$ cat src/rtl/sram_burst_arbiter_pkg.sv
// Shared widths, FSM state encoding and read-tag layout for the SRAM burst arbiter.
package sram_burst_arbiter_pkg;
  localparam int BIT_DATA    = 16;
  localparam int SRAM_ADDR_W = 10;
  localparam int SRAM_LEN_W  = 8;

  typedef enum logic {
    ST_IDLE  = 1'b0,
    ST_BURST = 1'b1
  } state_t;

  typedef struct packed {
    logic vld;
    logic id;
    logic last;
  } rd_tag_t;
endpackage

$ cat src/rtl/sram_rd_tag_pipe.sv
// Two-stage {valid,id,last} shift register aligning read tags with the BRAM + buffer latency.
module sram_rd_tag_pipe
  import sram_burst_arbiter_pkg::*;
(
  input  logic    clk,
  input  logic    rst,
  input  rd_tag_t tag_in,
  output rd_tag_t stage0,
  output rd_tag_t stage1
);
  always_ff @(posedge clk) begin
    if (rst) begin
      stage0 <= '0;
      stage1 <= '0;
    end else begin
      stage0 <= tag_in;
      stage1 <= stage0;
    end
  end
endmodule

$ cat src/rtl/sram_burst_arbiter.sv
// Round-robin burst arbiter sharing one single-port BRAM between two requesters.
// One beat per cycle inside a burst, one idle arbitration cycle between bursts.
module sram_burst_arbiter
  import sram_burst_arbiter_pkg::*;
#(
  parameter int WIDTH  = BIT_DATA,
  parameter int ADDR_W = SRAM_ADDR_W,
  parameter int LEN_W  = SRAM_LEN_W
) (
  input  logic                clka,
  input  logic                rsta,
  input  logic [1:0]          rq_valid,
  input  logic [1:0]          rq_we,
  input  logic [2*ADDR_W-1:0] rq_addr,
  input  logic [2*LEN_W-1:0]  rq_len,
  output logic [1:0]          rq_ready,
  input  logic [2*WIDTH-1:0]  wr_data,
  output logic [1:0]          wr_beat,
  output logic [WIDTH-1:0]    rd_data,
  output logic [1:0]          rd_valid,
  output logic                rd_last,
  output logic                busy,
  output logic                ena,
  output logic                wea,
  output logic [ADDR_W-1:0]   addra,
  output logic [WIDTH-1:0]    dina,
  input  logic [WIDTH-1:0]    douta_buf
);
  state_t              state;
  logic                rr_ptr;
  logic                gid_q;
  logic                we_q;
  logic [ADDR_W-1:0]   base_q;
  logic [LEN_W-1:0]    len_q;
  logic [LEN_W-1:0]    cnt_q;

  logic                grant_vld;
  logic                grant_id;
  logic                in_burst;
  logic                last_beat;
  logic [WIDTH-1:0]    wr_sel;
  rd_tag_t             tag_in;
  rd_tag_t             stage0;
  rd_tag_t             stage1;

  // Pointer only matters when both requesters compete.
  always_comb begin
    grant_id = 1'b0;
    case (rq_valid)
      2'b10:   grant_id = 1'b1;
      2'b11:   grant_id = rr_ptr;
      default: grant_id = 1'b0;
    endcase
  end

  assign grant_vld = (state == ST_IDLE) && (|rq_valid) && !rsta;
  assign rq_ready  = grant_vld ? (grant_id ? 2'b10 : 2'b01) : 2'b00;
  assign in_burst  = (state == ST_BURST);
  assign last_beat = (cnt_q == len_q);

  always_ff @(posedge clka) begin
    if (rsta) begin
      state  <= ST_IDLE;
      rr_ptr <= 1'b0;
      gid_q  <= 1'b0;
      we_q   <= 1'b0;
      base_q <= '0;
      len_q  <= '0;
      cnt_q  <= '0;
    end else begin
      case (state)
        ST_IDLE: begin
          if (grant_vld) begin
            state  <= ST_BURST;
            gid_q  <= grant_id;
            we_q   <= rq_we[grant_id];
            base_q <= grant_id ? rq_addr[2*ADDR_W-1:ADDR_W] : rq_addr[ADDR_W-1:0];
            len_q  <= grant_id ? rq_len[2*LEN_W-1:LEN_W] : rq_len[LEN_W-1:0];
            cnt_q  <= '0;
            rr_ptr <= ~grant_id;
          end
        end
        ST_BURST: begin
          if (last_beat) state <= ST_IDLE;
          else           cnt_q <= cnt_q + 1'b1;
        end
        default: state <= ST_IDLE;
      endcase
    end
  end

  // Address wraps modulo the BRAM depth.
  assign wr_sel  = gid_q ? wr_data[2*WIDTH-1:WIDTH] : wr_data[WIDTH-1:0];
  assign ena     = in_burst;
  assign wea     = in_burst & we_q;
  assign addra   = in_burst ? base_q + ADDR_W'(cnt_q) : '0;
  assign dina    = wea ? wr_sel : '0;
  assign wr_beat = wea ? (gid_q ? 2'b10 : 2'b01) : 2'b00;

  assign tag_in = '{vld: in_burst & ~we_q, id: gid_q, last: last_beat};

  sram_rd_tag_pipe u_tag_pipe (
    .clk    (clka),
    .rst    (rsta),
    .tag_in (tag_in),
    .stage0 (stage0),
    .stage1 (stage1)
  );

  assign rd_data  = douta_buf;
  assign rd_valid = {stage1.vld & stage1.id, stage1.vld & ~stage1.id};
  assign rd_last  = stage1.vld & stage1.last;
  assign busy     = in_burst | stage0.vld | stage1.vld;
endmodule
$ cat config.mk
export PLATFORM = sky130hd
export DESIGN_NAME = sram_burst_arbiter
export DESIGN_NICKNAME = d
export VERILOG_FILES = /design/src/rtl/sram_burst_arbiter_pkg.sv /design/src/rtl/sram_rd_tag_pipe.sv /design/src/rtl/sram_burst_arbiter.sv
export SDC_FILE = /design/constraint.sdc
export NUM_CORES = 1
export LEC_CHECK = 0
export ABC_AREA = 1
export BUFFER_PORTS_ARGS = -buffer_cell sky130_fd_sc_hd__buf_2
export CAP_MARGIN = 20
export CORE_ASPECT_RATIO = 0.75
export CORE_MARGIN = 2
export CORE_UTILIZATION = 44
export DETAILED_ROUTE_END_ITERATION = 10
export PLACE_DENSITY = 0.8
export SETUP_SLACK_MARGIN = 0.4
export SLEW_MARGIN = 5
export SYNTH_ARGS = -nofsm -noshare
export SYNTH_HDL_FRONTEND = slang
export SYNTH_SLANG_ARGS = --single-unit
$ cat constraint.sdc
create_clock -name clka -period 2.09 [get_ports clka]
set_clock_uncertainty 0.05 [all_clocks]
set_input_delay 0 -clock clka [delete_from_list [all_inputs] [get_ports clka]]
set_output_delay 0 -clock clka [all_outputs]
set_load 0.005 [all_outputs]
==> results of run 1 <==
-- through the flow --
step / worst slack [ns] / hold slack [ns] / power [mW]
after floorplan: 0.460 / 0.0308 / 1.03
final: 0.0599 / 0.132 / 1.84
after CTS: 0.112 / 0.126 / 1.76
after global routing: -0.0723 / 0.158 / 1.93
after global placement: 0.273 / -0.0500 / 1.15
after detailed placement: 0.243 / -0.0500 / 1.15
-- flip-flops by register name (all words and copies together), names as in the netlist --
signal             flops
we_q                   1
cnt_q                  8
len_q                  8
u_tag_pipe.stage1      3
gid_q                  1
ena                    1
base_q                10
rr_ptr                 1
u_tag_pipe.stage0      3
-- per-layer routing --
layer | part of all wire, % | wire [um] | global-route usage [%] | up-vias
li1 | - | - | - | 1507
met1 | 41 | 3840 | 34.3 | 1430
met2 | 49 | 4550 | 46.2 | 183
met3 | 7.3 | 683 | 4.57 | 32
met4 | 2.5 | 234 | 10.4 | 0
met5 | 0 | 0 | 0 | -
-- cells by family after synthesis --
kind of cell	after synthesis	synth area share, %
and+or+nand+nor	185	33.1
AOI/OAI and AO/OA	63	17.6
buffers and inverters	61	13.5
DFF	36	29.3
adders and majority gates	10	5.39
xor gates and xnor gates	3	1.07
-- final cells by class --
cell class | count | area [um2]
clock buffers | 5 | 68.8
clock inverters | 3 | 18.8
fillers | 357 | 1410
inverters | 32 | 128
multi-input cells | 263 | 1620
flip-flops and latches | 36 | 756
well taps | 75 | 93.8
repair buffers | 187 | 1290
-- worst min-delay path by stage --
| stage | cells past startpoint | start | endpoint |
|---|---|---|---|
| floorplan | 1 | douta_buf[0] | rd_data[0] |
| global placement | 0 | douta_buf[10] | rd_data[10] |
| detailed placement | 0 | douta_buf[10] | rd_data[10] |
| CTS | 4 | rq_valid[1] | base_q[2] |
| global route | 4 | rq_valid[1] | base_q[4] |
| finish | 4 | rq_valid[1] | base_q[2] |
-- synth_stat cells, drive strengths merged --
cell type  count
xnor2          3
a21o           1
a211oi         2
fa             1
nand3         13
dfxtp         36
nand4          4
o21ai          7
inv           32
a22o          16
ha             9
nor3           4
nand3b         1
nor2          34
a31oi         19
buf           26
nor3b          3
a21oi         17
nand2        126
o31ai          1
clkbuf         3
-- critical path, stage by stage (launching register included) --
cell,delay (ns)
dfxtp_4,0.37
ha_4,0.15
inv_4,0.04
fa_2,0.33
nand3b_1,0.17
nand2_2,0.10
nand4_1,0.11
nand2_1,0.12
o21ai_1,0.06
a21oi_1,0.11
buf_2,0.12
-- power groups by stage --
stage	clock network, mW	logic (mW)	registers [mW]
global route	0.549	0.601	0.775
finish	0.513	0.556	0.771
CTS	0.506	0.485	0.771
detailed placement	0	0.364	0.785
global placement	0	0.362	0.784
floorplan	0	0.257	0.777
-- timing repair --
item | 4_1_cts | 5_1_grt
pin swaps | 12 | 15
setup endpoints to repair | 27 | 40
buffers inserted | 11 | 8
gates resized for setup | 39 | 25
hold buffers | 56 | 0
cloned | 1 | 1
endpoints found under the hold margin | 38 | 0
==> metrics.yaml, run 1 <==
status:
  outcome: "finished clean"
routing:
  drtIter0Drc: 226
  via_per_inst: 5.24
  ant_nets: 0
  routedWlPerCell_um: 15.5
  drc: 0
  dr.pass1.iters: 5
  routed_wl_um: 9310
  vias: 3152
power_and_ir_drop:
  clkPwrFrac_pct: 27.9
  seqPwrFrac_pct: 41.9
  p_sw_share_pct: 33.2
  p_leak_nw: 1.83
  p_int_mw: 1.23
  combPwrFrac_pct: 30.2
  switchingPower_uw: 611
  power_density_nw_per_um2: 463
  peakVddDrop_v: 0.000455
logic_synthesis:
  ys_warn_count: 0
  avgSynthCellArea_um2: 6.87
  yosys_register_bits: 36
  yosys-top-cells-area: "dfxtp_1, nand2_1, buf_4"
  synthCells: 358
  synth.net_count: 458
  synthDistinctLibCells: 31
  synth_top_cell_by_area: "dfxtp_1"
  synth_top_area_share_pct: 29.3
  yosysSeqAreaShare_pct: 29.3
  synth_area_um2: 2460
cells_and_area:
  antennaDiodeCount: 0
  area_growth_pct: 61.4
  fin_area_um2: 3970
  instances_no_fill: 601
  drive_gt1_share_pct: 38.6
  mostFrequentLayoutCells: "buf_2, nand2_1, dlygate4sd3_1"
  nNetsFinal: 625
  layout_commonest_cell: "buf_2"
  utilization_pct: 73.8
cts:
  root_buffer: "clkbuf_8"
  clockBufferDepth: 2
  cts-htree-levels: 2
  cts_inserted_buffers: 5
  clock_latency_ns: 0.30
  cts.sink_count: 36
  clk_pin_slew_ns: 0.08
  cts_tree: "yes"
placed_design:
  io_buffers: 109
  placed_cell_area_um2: 2910
  dp_hpwl_um: 5020
  place_inst: 516
  routabilityCongestion: 0.936
global_route:
  grt_overflow_total: 0
  first_global_vias: 2731
  antenna_found_initial: 0
  grt_max_degree: 34
  grt_pass1_wl_um: 13000
  grtUsageTotal_pct: 26.8
timing:
  slew_headroom_pct: 71.6
  setup_tns_ns: 0
  worst_pin_slew_ns: 0.425
  fin_crit_sh_pct: 97.1
  slew_violations: 0
  rsz0062_at_grt: "yes"
  clock.fmax_ghz: 0.493
  hold_viol: 0
  setup_violations: 0
  finalCriticalPeriod_ns: 2.03
critical_path:
  worstSetupStartpointType: "flip-flop"
  cp.required_ns: 2.04
  crit_path_end_kind: "primary output"
  reg2reg_depth: 12
  cp-startpoint: "base_q[0]"
  timing.rr.start: "cnt_q[4]"
  r2r-end: "cnt_q[1]"
  worst-setup-path-type: "reg -> out"
  crit_end: "addra[8]"
  rrSetupSlack_ns: 0.42
  arrival_ns: 1.98
  crit_fanout: 3
min_path:
  hold_class: "in -> reg"
die:
  die-area_um2: 6210
  num_rows: 23
  initial_utilization_pct: 45.7
  core-area_um2: 5380
  die_h_um: 68.8
  die_w_um: 90.4
  top_level_ports: 142
run:
  cap_violations: 0
(Power assumes the default switching activity.)
==> inputs of run 2 (changes only) <==
--- a/config.mk
+++ b/config.mk
@@ -7,4 +7,5 @@
 export LEC_CHECK = 0
 export ABC_AREA = 1
+export ABC_CLOCK_PERIOD_IN_PS = 2090
 export BUFFER_PORTS_ARGS = -buffer_cell sky130_fd_sc_hd__buf_2
 export CAP_MARGIN = 20
@@ -12,4 +13,5 @@
 export CORE_MARGIN = 2
 export CORE_UTILIZATION = 44
+export CTS_CLUSTER_SIZE = 10
 export DETAILED_ROUTE_END_ITERATION = 10
 export PLACE_DENSITY = 0.8
==> constraint.sdc (replaced) <==
create_clock -name clka -period 2.09 [get_ports clka]
set_clock_uncertainty 0.05 [all_clocks]
set_input_delay 0.627 -clock clka [delete_from_list [all_inputs] [get_ports clka]]
set_output_delay 0.627 -clock clka [all_outputs]
set_load 0.005 [all_outputs]
==> metrics.yaml, run 2 (synthesis gave the netlist of run 1 again) <==
status:
  outcome: "finished, violations left"
  failed_checks: "setup timing"
cells_and_area:
  layout_commonest_cell: "nand2_1"
  area_growth_pct: 48.8
  drive_gt1_share_pct: 46.3
  instances_no_fill: 565
  fillers: 411
  largest-register: "base_q"
  largest_register_ff_count: 10
  fin_area_um2: 3660
  mostFrequentLayoutCells: "nand2_1, buf_2, buf_4"
  antennaDiodeCount: 0
  reg_top3: "base_q: 10 flops, cnt_q: 8 flops, len_q: 8 flops"
  nNetsFinal: 589
routing:
  ant_nets: 0
  drc: 0
  via_per_inst: 5.29
  drtIter0Drc: 271
  routed_wl_um: 8540
  dr.pass1.iters: 5
  routedWlPerCell_um: 15.1
  vias: 2987
min_path:
  whs_endpoint: "u_tag_pipe.stage1[0]"
  hold_class: "reg -> reg"
  hold_depth: 2
  holdCritStartpoint: "u_tag_pipe.stage0[0]"
die:
  die_w_um: 90.4
  die_h_um: 68.8
  core-area_um2: 5380
  die-area_um2: 6210
  num_rows: 23
  top_level_ports: 142
  initial_utilization_pct: 45.7
critical_path:
  reg2reg_depth: 9
  worstSetupStartpointType: "flip-flop"
  arrival_ns: 1.91
  cpPeakStageDelay_ns: 0.41
  r2r-end: "cnt_q[7]"
  cp.required_ns: 1.41
  rrSetupSlack_ns: 0.33
  timing.rr.start: "cnt_q[2]"
  crit_fanout: 4
  worst-setup-path-type: "reg -> out"
  path_common_cell: "a21oi_1"
  crit_path_end_kind: "primary output"
  crit_slowest_cell: "dfxtp_1"
  path_cells: "ha_4 > a21oi_1 > o21ai_0 > nor2_1 > nand2_1 > buf_4 > a21oi_1 > buf_2"
cts:
  cts_inserted_buffers: 5
  cts_tree: "yes"
  hold_buffers: 0
  cts-htree-levels: 2
  clk_pin_slew_ns: 0.08
  clockBufferDepth: 2
  clock_latency_ns: 0.29
  cts.sink_count: 36
  root_buffer: "clkbuf_8"
power_and_ir_drop:
  peakVddDrop_v: 0.000327
  seqPwrFrac_pct: 42.6
  power_density_nw_per_um2: 497
  p_int_mw: 1.24
  clkPwrFrac_pct: 26.7
  combPwrFrac_pct: 30.6
  switchingPower_uw: 583
  p_leak_nw: 1.74
  power.total_mw: 1.82
  p_sw_share_pct: 32.0
timing:
  setup_ws_ns: -0.501
  fin_crit_sh_pct: 124
  slew_violations: 0
  worst_pin_slew_ns: 0.390
  clock.fmax_ghz: 0.386
  slew_headroom_pct: 74.0
  hold_viol: 0
  setup_violations: 9
  finalCriticalPeriod_ns: 2.59
  rsz0062_at_grt: "yes"
placed_design:
  routabilityCongestion: 0.985
  place_inst: 534
  io_buffers: 109
  post-place-ws_ns: -0.162
  placed_cell_area_um2: 3190
  dp_hpwl_um: 5360
global_route:
  first_global_vias: 2570
  grt_pass1_wl_um: 12300
  grtUsageTotal_pct: 25.3
  grt_overflow_total: 0
  antenna_found_initial: 0
  grt_max_degree: 34
run:
  cap_violations: 0
-- run 2: cell count changes in the layout (fill, tap and decap cells not counted), moves of 3 or more --
cell / delta
a21oi_4: -3
dfxtp_4: -4
nor2_1: -3
inv_4: -3
inv_2: +3
buf_2: -6
dlygate4sd3_1: -56
buf_6: +17
dfxtp_2: +4
buf_4: +10
-- run 2: worst max path at each step --
stage | from | endpoint | slack (ns) | cells past startpoint
finish | base_q[5] | addra[8] | -0.50 | 8
global route | base_q[0] | addra[8] | -0.57 | 10
floorplan | cnt_q[0] | addra[8] | -0.04 | 9
CTS | base_q[0] | addra[6] | -0.44 | 10
detailed placement | base_q[0] | addra[8] | -0.16 | 10
global placement | base_q[0] | addra[8] | -0.14 | 10
-- run 2: per-stage QoR --
step | util [%] | TNS (ns) | hold WS [ns]
6_report | 68.1 | -3.12 | 0.353
5_1_grt | 68.1 | -3.91 | 0.376
4_1_cts | 65.5 | -2.96 | 0.353
3_5_place_dp | 59.3 | -0.502 | 0.343
3_3_place_gp | 59.3 | -0.444 | 0.344
2_1_floorplan | - | -0.0690 | 0.338
-- run 2: cell type report --
| type | instances | area (um2) | area share [%] |
|---|---|---|---|
| clock buffers | 7 | 76.3 | 2.08 |
| clock inverters | 1 | 8.76 | 0.239 |
| inverters | 32 | 133 | 3.62 |
| multi-input cells | 261 | 1610 | 44.1 |
| flip-flops and latches | 36 | 746 | 20.4 |
| well taps | 75 | 93.8 | 2.56 |
| repair buffers | 153 | 991 | 27.1 |
-- run 2: repair_timing --
item / in CTS / in global routing
pin swaps: 7 / 15
resized for setup: 37 / 28
setup endpoints to repair: 32 / 41
cloned: 5 / 0
setup buffers: 10 / 8
-- run 2: layer usage --
metal / wire [um] / GRT usage (%)
met1: 3710 / 34.1
met4: 292 / 9.23
met5: 0 / 0
met2: 3760 / 39.3
met3: 766 / 6.96
-- run 2: worst max-delay path, delay by kind of cell, from the launching register on --
family	cells	cell delay [ns]
buf+inv	2	0.25
fa+ha+maj	1	0.24
flops	1	0.41
compound gates	3	0.47
simple gates	2	0.26
-- run 2: power by group through the flow --
stage	Combinational [mW]	Sequential, mW	Clock, mW
final	0.558	0.776	0.487
after global routing	0.604	0.779	0.519
after CTS	0.484	0.775	0.483
after floorplan	0.275	0.782	0
after global placement	0.404	0.783	0
after detailed placement	0.411	0.786	0
